===== src/rtl/operand_fetch.sv =====
// Register-read stage in front of the 16x16 regfile: issues reads, hides the
// 2-edge read latency, forwards in-flight writebacks and hands operands to execute.
module operand_fetch #(
  parameter int unsigned INSTR_W = 16
) (
  input  logic               clk,
  input  logic               rst_n,
  input  logic               in_valid,
  output logic               in_ready,
  input  logic [INSTR_W-1:0] in_instr,
  input  logic [3:0]         in_ra,
  input  logic               in_ra_en,
  input  logic [3:0]         in_rb,
  input  logic               in_rb_en,
  output logic               out_valid,
  input  logic               out_ready,
  output logic [INSTR_W-1:0] out_instr,
  output logic [15:0]        out_a,
  output logic [15:0]        out_b,
  input  logic               wb_valid,
  input  logic [3:0]         wb_addr,
  input  logic [15:0]        wb_data,
  output logic               reg_ren0,
  output logic [3:0]         reg_raddr0,
  input  logic [15:0]        reg_rdata0,
  output logic               reg_ren1,
  output logic [3:0]         reg_raddr1,
  input  logic [15:0]        reg_rdata1,
  output logic               reg_wen,
  output logic [3:0]         reg_waddr,
  output logic [15:0]        reg_wdata
);

  localparam int unsigned DW = 16;
  localparam int unsigned AW = 4;

  typedef enum logic [1:0] {IDLE, WAIT1, WAIT2, DONE} state_t;

  state_t        state, state_nxt;
  logic          accept;
  logic [AW-1:0] ra_q, rb_q;
  logic          ra_en_q, rb_en_q;
  logic          byp_a_v, byp_b_v;
  logic [DW-1:0] byp_a_d, byp_b_d;
  logic          hit_in_a, hit_in_b, hit_a, hit_b;
  logic [DW-1:0] sel_a, sel_b;

  // Writeback match against the incoming sources (accept edge) and the latched ones
  assign hit_in_a = wb_valid && in_ra_en && (wb_addr == in_ra);
  assign hit_in_b = wb_valid && in_rb_en && (wb_addr == in_rb);
  assign hit_a    = wb_valid && ra_en_q && (wb_addr == ra_q);
  assign hit_b    = wb_valid && rb_en_q && (wb_addr == rb_q);

  // Final operand pick at the capture edge: live writeback > bypass > regfile
  assign sel_a = !ra_en_q ? DW'(0) : hit_a ? wb_data : byp_a_v ? byp_a_d : reg_rdata0;
  assign sel_b = !rb_en_q ? DW'(0) : hit_b ? wb_data : byp_b_v ? byp_b_d : reg_rdata1;

  assign reg_ren0   = accept && in_ra_en;
  assign reg_raddr0 = in_ra;
  assign reg_ren1   = accept && in_rb_en;
  assign reg_raddr1 = in_rb;

  // Writeback is a straight pass-through, gated off while reset is held
  assign reg_wen   = wb_valid && rst_n;
  assign reg_waddr = wb_addr;
  assign reg_wdata = wb_data;

  always_ff @(posedge clk or negedge rst_n) begin
    if (!rst_n) state <= IDLE;
    else        state <= state_nxt;
  end

  always_comb begin
    state_nxt = state;
    in_ready  = (state == IDLE) || ((state == DONE) && out_ready);
    accept    = in_valid && in_ready;
    case (state)
      IDLE:    if (accept) state_nxt = WAIT1;
      WAIT1:   state_nxt = WAIT2;
      WAIT2:   state_nxt = DONE;
      DONE:    if (out_ready) state_nxt = accept ? WAIT1 : IDLE;
      default: state_nxt = IDLE;
    endcase
  end

  always_ff @(posedge clk or negedge rst_n) begin
    if (!rst_n) begin
      out_valid <= 1'b0;
      out_instr <= INSTR_W'(0);
      out_a     <= DW'(0);
      out_b     <= DW'(0);
      ra_q      <= AW'(0);
      rb_q      <= AW'(0);
      ra_en_q   <= 1'b0;
      rb_en_q   <= 1'b0;
      byp_a_v   <= 1'b0;
      byp_b_v   <= 1'b0;
      byp_a_d   <= DW'(0);
      byp_b_d   <= DW'(0);
    end else begin
      out_valid <= (state_nxt == DONE);
      if (accept) begin
        out_instr <= in_instr;
        ra_q      <= in_ra;
        rb_q      <= in_rb;
        ra_en_q   <= in_ra_en;
        rb_en_q   <= in_rb_en;
        byp_a_v   <= hit_in_a;
        byp_b_v   <= hit_in_b;
        byp_a_d   <= wb_data;
        byp_b_d   <= wb_data;
      end else if (state == WAIT1) begin
        // A write here lands in the regfile too late for this read; keep the newest
        if (hit_a) begin
          byp_a_v <= 1'b1;
          byp_a_d <= wb_data;
        end
        if (hit_b) begin
          byp_b_v <= 1'b1;
          byp_b_d <= wb_data;
        end
      end else if (state == WAIT2) begin
        out_a <= sel_a;
        out_b <= sel_b;
      end
    end
  end

endmodule

===== config.mk =====
export PLATFORM = sky130hd
export DESIGN_NAME = operand_fetch
export DESIGN_NICKNAME = d
export VERILOG_FILES = /design/src/rtl/operand_fetch.sv
export SDC_FILE = /design/constraint.sdc
export NUM_CORES = 1
export LEC_CHECK = 0
export ABC_CLOCK_PERIOD_IN_PS = 4150
export CORE_ASPECT_RATIO = 0.75
export CORE_MARGIN = 1
export CORE_UTILIZATION = 50
export DETAILED_ROUTE_END_ITERATION = 6
export HOLD_SLACK_MARGIN = 0.05
export PLACE_DENSITY = 0.95
export SLEW_MARGIN = 30
export SYNTH_ARGS = -nofsm -noshare
export SYNTH_HDL_FRONTEND = slang
export SYNTH_SLANG_ARGS = --single-unit

===== constraint.sdc =====
create_clock -name clk -period 4.15 [get_ports clk]
set_clock_uncertainty 0.15 [all_clocks]
set_input_delay 0.415 -clock clk [delete_from_list [all_inputs] [get_ports clk]]
set_output_delay 0.415 -clock clk [all_outputs]
set_load 0.02 [all_outputs]

==> flow_summary.ini <==
[run_status]
status = finished clean

[route]
drtPass1Iterations = 5
drc = 0
ant_nets = 0
num_vias = 3970
drtIter0Drc = 368
vias_per_cell = 5.89
wl_per_cell_um = 20.9
wirelength_um = 14100

[sta]
fmaxAchievable_mhz = 324
hold_viol_final = 0
slew_headroom_pct = 47.3
tightest_slew_ps = 791
fin_crit_ps = 3090
rsz0062_at_grt = false
maxSlewViolCount = 0
setup_tns_ps = 0
holdWs_ps = 303
fin_crit_sh_pct = 74.4
setup_viol = 0

[global_route]
groute.usage.overall_pct = 29.0
overflow = 0
grt_pass1_wl_um = 21600
antenna_found_initial = 0
grt_max_degree = 86
grt_pass1_vias = 3986

[cts]
cts_buffers = 9
cts-root-buf = clkbuf_16
hold_buffers = 1
cts_tree = done
clock_latency_ps = 350
h-tree-depth = 3
post_cts_buffers = 0
path_clk_slew_ps = 70
cts_resized = 0
clk_path_buf_depth = 2
cts_sinks = 95

[finish]
fin_nets = 624
area_delta_synth_final_pct = 36.3
drive_gt1_share_pct = 15.2
diodes = 0

[setup_path]
startpoint_type = register
worstSetupEndpointType = output pin
worstSetupPathType = register to output pin
path_max_fanout = 11
r2r-start = rb_q[0]
required_ps = 3590
crit_arrival_ps = 2520
setup.worst_path.start = state[0]

[floorplanning]
ios = 164
start_util_pct = 52.5
coreArea_sq_um = 9230
row_count = 30
dieHeight_um = 87.3
die_area_sq_um = 10100
die_w_um = 116

[yosys]
synth_seq_cells = 95
synth_area_per_cell_sq_um = 11.5
ys_seq_area_share_pct = 49.0
syn_area_sq_um = 4850
synth-main-ff-cell = dfrtp_1
synth_edf_count = 0
synth_cell_type_count = 30
synth_fp_nets = 503
yosys_warnings = 0
async_flop_share_pct = 100
netlist_instances = 420

[place]
hpwl_um = 9470
gp_congestion = 0.820
port_buffers = 163

[hold_path]
hold_class = input port to async pin

[power_and_ir_drop]
p_per_area_nw_per_um2 = 700
p_leak_nw = 2.66
peakVddDrop_v = 0.000286
design_power_total_mw = 4.63

[job]
maxCapViolCount = 0
[final timing paths]
path	cells past startpoint	to	slack [ps]
worst max register to register	4	byp_b_d[11]	1570
worst max-delay path	5	reg_ren0	1060
min in group clk	2	out_b[5]	340
worst min-delay path	2	out_a[1]	300
worst min register to register	2	out_b[5]	340
max in group asynchronous	3	byp_a_v	2540
[metrics by stage]
step | cell area [sq um] | utilization (%) | worst slack, ps | cells
after CTS | 6610 | 71.6 | 1070 | 674
after global routing | 6610 | 71.6 | 954 | 674
after global placement | 6290 | 68.1 | 1140 | 657
after detailed placement | 6290 | 68.1 | 1070 | 657
final | 6610 | 71.6 | 1060 | 674
after floorplan | 4850 | - | 2050 | 420
[flip-flops by register name, summed over array words and instances, names as in the netlist, 2 cells and up]
| register | cells |
|---|---|
| out_instr | 16 |
| byp_a_d | 16 |
| byp_b_d | 16 |
| ra_q | 4 |
| rb_q | 4 |
| state | 2 |
| out_a | 16 |
| out_b | 16 |
[critical path: stages (launching register included)]
cell             delay (ps)
dfrtp_1                 410
nor2b_1                 140
buf_4                   180
nor3b_4                 590
and2_1                  240
clkdlybuf4s50_1         610
[power breakdown]
part           switching (mW)  total [mW]  internal (mW)
registers               0.350        1.68           1.33
logic                    1.05        2.09           1.04
clock network           0.372       0.857          0.486
total                    1.77        4.63           2.86
[placed cells by master (no fill, tap or decap), types with 3 or more instances in the layout]
cell             synthesis  layout
a221oi_1                32      32
and2_1                   3       3
and3_1                   4       4
buf_4                   29       4
clkbuf_16                0       9
clkdlybuf4s50_1          0     162
clkinvlp_4               0       3
dfrtp_1                 95      93
mux2_2                  36      36
mux2_4                  20      20
nand2_1                 35      35
nand3_1                  4       4
nor2_1                   3       3
nor2b_1                 34      34
nor3_1                  34      34
o31ai_1                 32      32
xnor2_1                 10      10
xor2_1                   6       6
[area by class of cell]
type | count | area, sq um
clock buffer | 10 | 239
clock inverter | 6 | 70.1
fill | 623 | 2620
inverter | 1 | 3.75
multi-input combinational | 266 | 2090
sequential | 95 | 2380
tap | 128 | 160
timing repair buffer | 168 | 1670
[cell families after synthesis]
| logic type | Yosys count | share of synthesized area (%) |
|---|---|---|
| xor gates and xnor gates | 16 | 2.89 |
| and+or+nand+nor | 121 | 12.9 |
| DFF | 95 | 49.0 |
| AOI/OAI and AO/OA | 73 | 12.6 |
| muxes | 56 | 14.5 |
| buffers and inverters | 59 | 8.00 |
[metal layers]
metal | part of all wire, % | global-route usage, % | up-vias
met5 | 0 | 0 | -
met4 | 2.3 | 7.69 | 0
met3 | 9.1 | 8.21 | 33
met2 | 48 | 47.4 | 243
met1 | 41 | 38.1 | 1945
li1 | - | - | 1749
[cell usage after synthesis (3+ instances only)]
library cell   n  area (sq um)
a221oi_1      32           280
and2_1         3          18.8
and3_1         4          25.0
buf_2          7          35.0
buf_4         29           218
clkbuf_1      16          60.1
dfrtp_1       95          2380
mux2_2        36           405
mux2_4        20           300
nand2_1       35           131
nand3_1        4          20.0
nor2_1         3          11.3
nor2b_1       34           213
nor3_1        34           170
o31ai_1       32           240
xnor2_1       10          87.6
xor2_1         6          52.6
No activity file was read; power rests on OpenSTA's default activity.
==> patch 1: new RTL, config.mk and constraints unchanged <==
`INSTR_W`: 16 -> 18.
--- a/src/rtl/operand_fetch.sv
+++ b/src/rtl/operand_fetch.sv
@@ -3,3 +3,3 @@
 module operand_fetch #(
-  parameter int unsigned INSTR_W = 16
+  parameter int unsigned INSTR_W = 18
 ) (
Ports: changed (resized in_instr and out_instr); port bits go from 164 to 168. The function was not compared with the original's and may differ.
==> patch 1 against the original RTL <==
  * Power grew 2.1%
  * Sequential share of layout area hardly changed
  * Area after synthesis grew 1.5%
  * Cell area grew 2.0%
  * Sequential cell count rose by 2
  * Setup slack improved by 0.082 ns
  * Via count is 2.2% higher
  * Maximum frequency rose by 2.7%
  * Routed wire length down 2.8%
  * Hold slack gained 0.025 ns
  * Highest routed layer unchanged
==> patch 1: results (changes against the original RTL) <==
status finished clean; fillcell total 706 (+13%); total of warnings raised by yosys 0 (unchanged); post-synthesis sequential area ratio 49.3% (+0.28 points); crit-path max FO 14 (+3); Starting DRT DRC Count 305 (-17%); nets in the synthesized netlist 551 (+9.5%); synth cell count leaders dfrtp_1 (97), nand2_1 (96), mux2i_1 (32); number of global-route vias before repair 4131 (+3.6%); wire length of the first global-routing pass 21600 µm (+0.13%); min-delay worst type register to register; net total in the final layout 675 (+8.2%); count of input and output buffers 167 (+2.5%); data arrival time of the worst path 2.44 ns (-0.08 ns); buffers from clock root to sink, at most 2 (unchanged); postcts setup bufs 0 (unchanged); Post-synth top flop dfrtp_1; asr flop ratio synth 100% (unchanged); pin count of the biggest net entering global routing 62 (-28%); Slowest-stage cell, CP clkdlybuf4s50_1; post-place setup slack 1.03 ns (-0.0390 ns); Reg with most FFs out_instr; VDD IR max 0.386 mV (+35%); crit-path leading delay family buffers and inverters; internal cell power 2.93 mW (+2.3%); count of placed standard cells including taps 706 (+7.5%); fraction of layout cells with a size suffix above 1 10.1% (-5.1 points); half-perimeter wire length of the detailed placement result 9700 µm (+2.4%); RD Place Congestion 0.857 (+4.4%); CTS clk-pin slew, worst paths 0.06 ns; number of distinct library cells after synthesis 40 (+33%); number of iterations in the first detailed-routing pass 4 (-1); clock latency on the worst-skew pair 0.33 ns (-0.02 ns); relative slew slack 37.6% (-9.7 points); Mapped Avg Cell Area 10.6 µm² (-8.5%); slowest stage delay, CP 0.64 ns (+0.03 ns); placed instance area 6440 µm² (+2.3%); leakage 2.96 nW (+11%); detail-routed net length per standard cell 19.0 µm (-9.2%); number of vias per cell 5.62 (-4.6%); total detailed-routing wirelength 13700 µm (-2.8%); total global-route track usage 28.3% (-0.76 points); top area cells in the synthesized netlist dfrtp_1 (49%), nand2_1 (7.3%), mux2i_1 (6.5%)
## patch 1: cell types whose count changed after synthesis, moves of 10 or more
cell      before  now
nand2_1       35   96
nand4_1        2   16
mux2_4        20   10
a221oi_1      32    0
mux2_2        36   22
nor2b_1       34    3
nand3_1        4   18
mux2i_1        0   32
nor3_1        34    2
o21ai_0        0   16
a32o_1         0   16
or3_1          0   13
a211o_1        0   15
o31ai_1       32    0
## patch 1: area by class of cell
class                   count  area (µm²)  area share (%)
clock buffers              10         239            3.54
inverters                   2        7.51           0.111
well taps                 128         160            2.37
multi-input cells         305        2120            31.4
flip-flops and latches     97        2430            36.0
repair buffers            175        1730            25.7
clock inverters             5        63.8           0.945
## patch 1: power by group through the flow
stage          registers, mW  clock network [mW]  logic (mW)
2_1_floorplan           1.82                   0        1.23
4_1_cts                 1.71               0.854        2.17
3_3_place_gp            1.70                   0        2.07
5_1_grt                 1.77               0.900        2.33
6_report                1.72               0.841        2.17
3_5_place_dp            1.72                   0        2.15
## patch 1: kinds of logic after synthesis
logic type	count (synthesis)	synth area share (%)
and+or+nand+nor	168	16.2
DFF	97	49.3
muxes	64	14.6
buffers and inverters	64	7.67
AOI/OAI and AO/OA	58	9.58
xor gates and xnor gates	15	2.67
## patch 1: worst paths after layout
check	cells past startpoint	slack, ns	start	to
max	5	1.14	out_ready	reg_ren1
min	2	0.33	out_instr[7]	out_instr[7]
max reg2reg	4	1.69	ra_q[3]	byp_a_d[0]
min reg2reg	2	0.33	out_instr[7]	out_instr[7]
max in group asynchronous	3	2.26	rst_n	out_a[4]
min in group asynchronous	2	0.43	rst_n	out_instr[12]
## patch 1: routing by layer
metal  vias up  track usage (%)  routed length (µm)
met5         -                0                   0
met4         0             9.55                 224
met3        19             6.23                1020
met2       174             45.0                6580
met1      1996             38.7                5890
li1       1869                -                   -
==> patch 2: new RTL, same settings <==
Made on the original files. The 4 states of `state_t` get a one-hot encoding in 4 bits.
--- a/src/rtl/operand_fetch.sv
+++ b/src/rtl/operand_fetch.sv
@@ -36,3 +36,3 @@
 
-  typedef enum logic [1:0] {IDLE, WAIT1, WAIT2, DONE} state_t;
+  typedef enum logic [3:0] {IDLE = 4'b0001, WAIT1 = 4'b0010, WAIT2 = 4'b0100, DONE = 4'b1000} state_t;
 
Behaviour: same outputs for any inputs over 10 cycles, from zero or initial values and one cycle with rst_n low; not proved beyond that.
==> patch 2 against the original RTL <==
  * Routed wire length fell by 4.2%
  * Sequential cell count grew 2
  * Setup slack better by 0.051 ns
  * Sequential power up 5%
  * Combinational power rose by 7%
  * Global-route usage is 1.9 points lower
  * Cell area is 2.4% higher
  * Sequential share of layout area fell by 0.14 points
  * Area after synthesis up 2.5%
  * Count of clock-buffer cells in the layout rose by 2
  * First-iteration DRC count down 22%
  * Power is 5.2% higher
==> patch 2: results (changes against the original RTL) <==
pin count of the biggest net entering global routing 83 (-3.5%); net total in the final layout 613 (-1.8%); number of global-route vias before repair 3853 (-3.3%); buffers from clock root to sink, at most 2 (unchanged); relative slew slack 33.4% (-14 points); total global-route track usage 27.1% (-1.9 points); synth cell count leaders dfrtp_1 (96), mux2_2 (36), buf_4 (28); data arrival time of the worst path 2.47 ns (-0.05 ns); Post-synth top flop dfrtp_1; # Max-Cap Violations 0 (unchanged); count of input and output buffers 163 (unchanged); placed instance area 6450 µm² (+2.5%); clock root buffer clkbuf_16; diode insertion count for antenna repair 0 (unchanged); detail-routed net length per standard cell 20.3 µm (-3.2%); number of antenna violations at the first check in global routing 0 (unchanged); number of iterations in the first detailed-routing pass 4 (-1); maximum level of the CTS H-tree 3 (unchanged); slowest stage delay, CP 0.62 ns; Gates resized, CTS repair 0 (unchanged); total of warnings raised by yosys 0 (unchanged); total CTS buffers 9 (unchanged); clock latency on the worst-skew pair 0.35 ns (about the same); Slowest-stage cell, CP clkdlybuf4s50_1; top area cells in the synthesized netlist dfrtp_1 (48%), mux2_2 (8.2%), mux2_4 (6.0%); fraction of layout cells with a size suffix above 1 15.3% (+0.13 points); wire length of the first global-routing pass 20700 µm (-4.1%); Starting DRT DRC Count 286 (-22%); post-synthesis sequential area ratio 48.9% (-0.15 points); number of vias per cell 5.79 (-1.8%); min-delay worst type register to register; crit-path max FO 10 (-1); asr flop ratio synth 100% (unchanged); half-perimeter wire length of the detailed placement result 9440 µm (-0.35%); RD Place Congestion 0.825 (+0.54%); status finished clean; postcts setup bufs 0 (unchanged); CTS clk-pin slew, worst paths 0.07 ns (about the same); nets in the synthesized netlist 493 (-2.0%); leakage 2.75 nW (+3.1%); VDD IR max 0.402 mV (+40%); number of distinct library cells after synthesis 39 (+30%)
==> patch 2: worst paths after layout <==
| path | to | from | slack (ns) | depth (start not counted) |
|---|---|---|---|---|
| worst max-delay path | reg_ren1 | out_ready | 1.11 | 6 |
| worst min-delay path | out_b[5] | out_b[5] | 0.33 | 2 |
| worst max register to register | out_a[8] | state[3] | 1.36 | 3 |
| worst min register to register | out_b[5] | out_b[5] | 0.33 | 2 |
| max in group asynchronous | byp_b_d[8] | rst_n | 2.52 | 3 |
| min in group asynchronous | out_instr[12] | rst_n | 0.34 | 2 |
==> patch 2: cells by family (layout without fill, tap and decap cells) <==
| family | count (synthesis) | count (layout) | synth area share [%] |
|---|---|---|---|
| mux | 79 | 79 | 18.8 |
| simple gates | 78 | 78 | 9.16 |
| compound gates | 78 | 78 | 13.1 |
| xor+xnor | 16 | 16 | 2.82 |
| flops | 97 | 97 | 48.9 |
| buf+inv | 62 | 187 | 7.27 |
==> patch 2: routing by layer <==
metal	GRT usage [%]	vias to the layer above	share of wire (%)
met5	0	-	0
met4	10.5	0	2.2
met3	5.41	20	5.7
met2	44.6	139	49
met1	35.8	1963	43
li1	-	1737	-
==> patch 2: layout make-up <==
cell class | instances | area, µm²
repair buffers | 168 | 1670
well taps | 132 | 165
inverters | 3 | 11.3
clock buffers | 12 | 267
flip-flops and latches | 97 | 2430
clock inverters | 4 | 50.0
fillers | 671 | 2880
multi-input cells | 251 | 2180
==> patch 2: metrics by stage <==
| stage | setup slack (ns) | cells | power (mW) | utilization (%) | hold WS [ns] |
|---|---|---|---|---|---|
| 6_report | 1.11 | 667 | 4.87 | 70.2 | 0.333 |
| 3_5_place_dp | 1.08 | 650 | 4.00 | 66.8 | 0.143 |
| 3_3_place_gp | 1.18 | 650 | 3.89 | 66.7 | 0.130 |
| 5_1_grt | 1.02 | 667 | 5.12 | 70.2 | 0.343 |
| 4_1_cts | 1.11 | 667 | 4.88 | 70.2 | 0.321 |
| 2_1_floorplan | 1.98 | 410 | 3.15 | - | -0.0306 |
==> patch 2: critical path: cells and delay by family <==
family | cells | cell delay (ns)
buf+inv | 3 | 1.36
compound gates | 1 | 0.36
simple gates | 2 | 0.34
==> patch 2: power by group <==
part	leakage [nW]	switching (mW)	internal (mW)	total, mW
Sequential	1.19	0.371	1.40	1.77
Clock	0.151	0.351	0.515	0.867
Combinational	1.41	1.04	1.19	2.23
==> patch 2: timing repair <==
action | in CTS | in global routing
endpoints found under the setup margin | 0 | 0
endpoints found under the hold margin | 15 | 0
hold buffers | 1 | 0
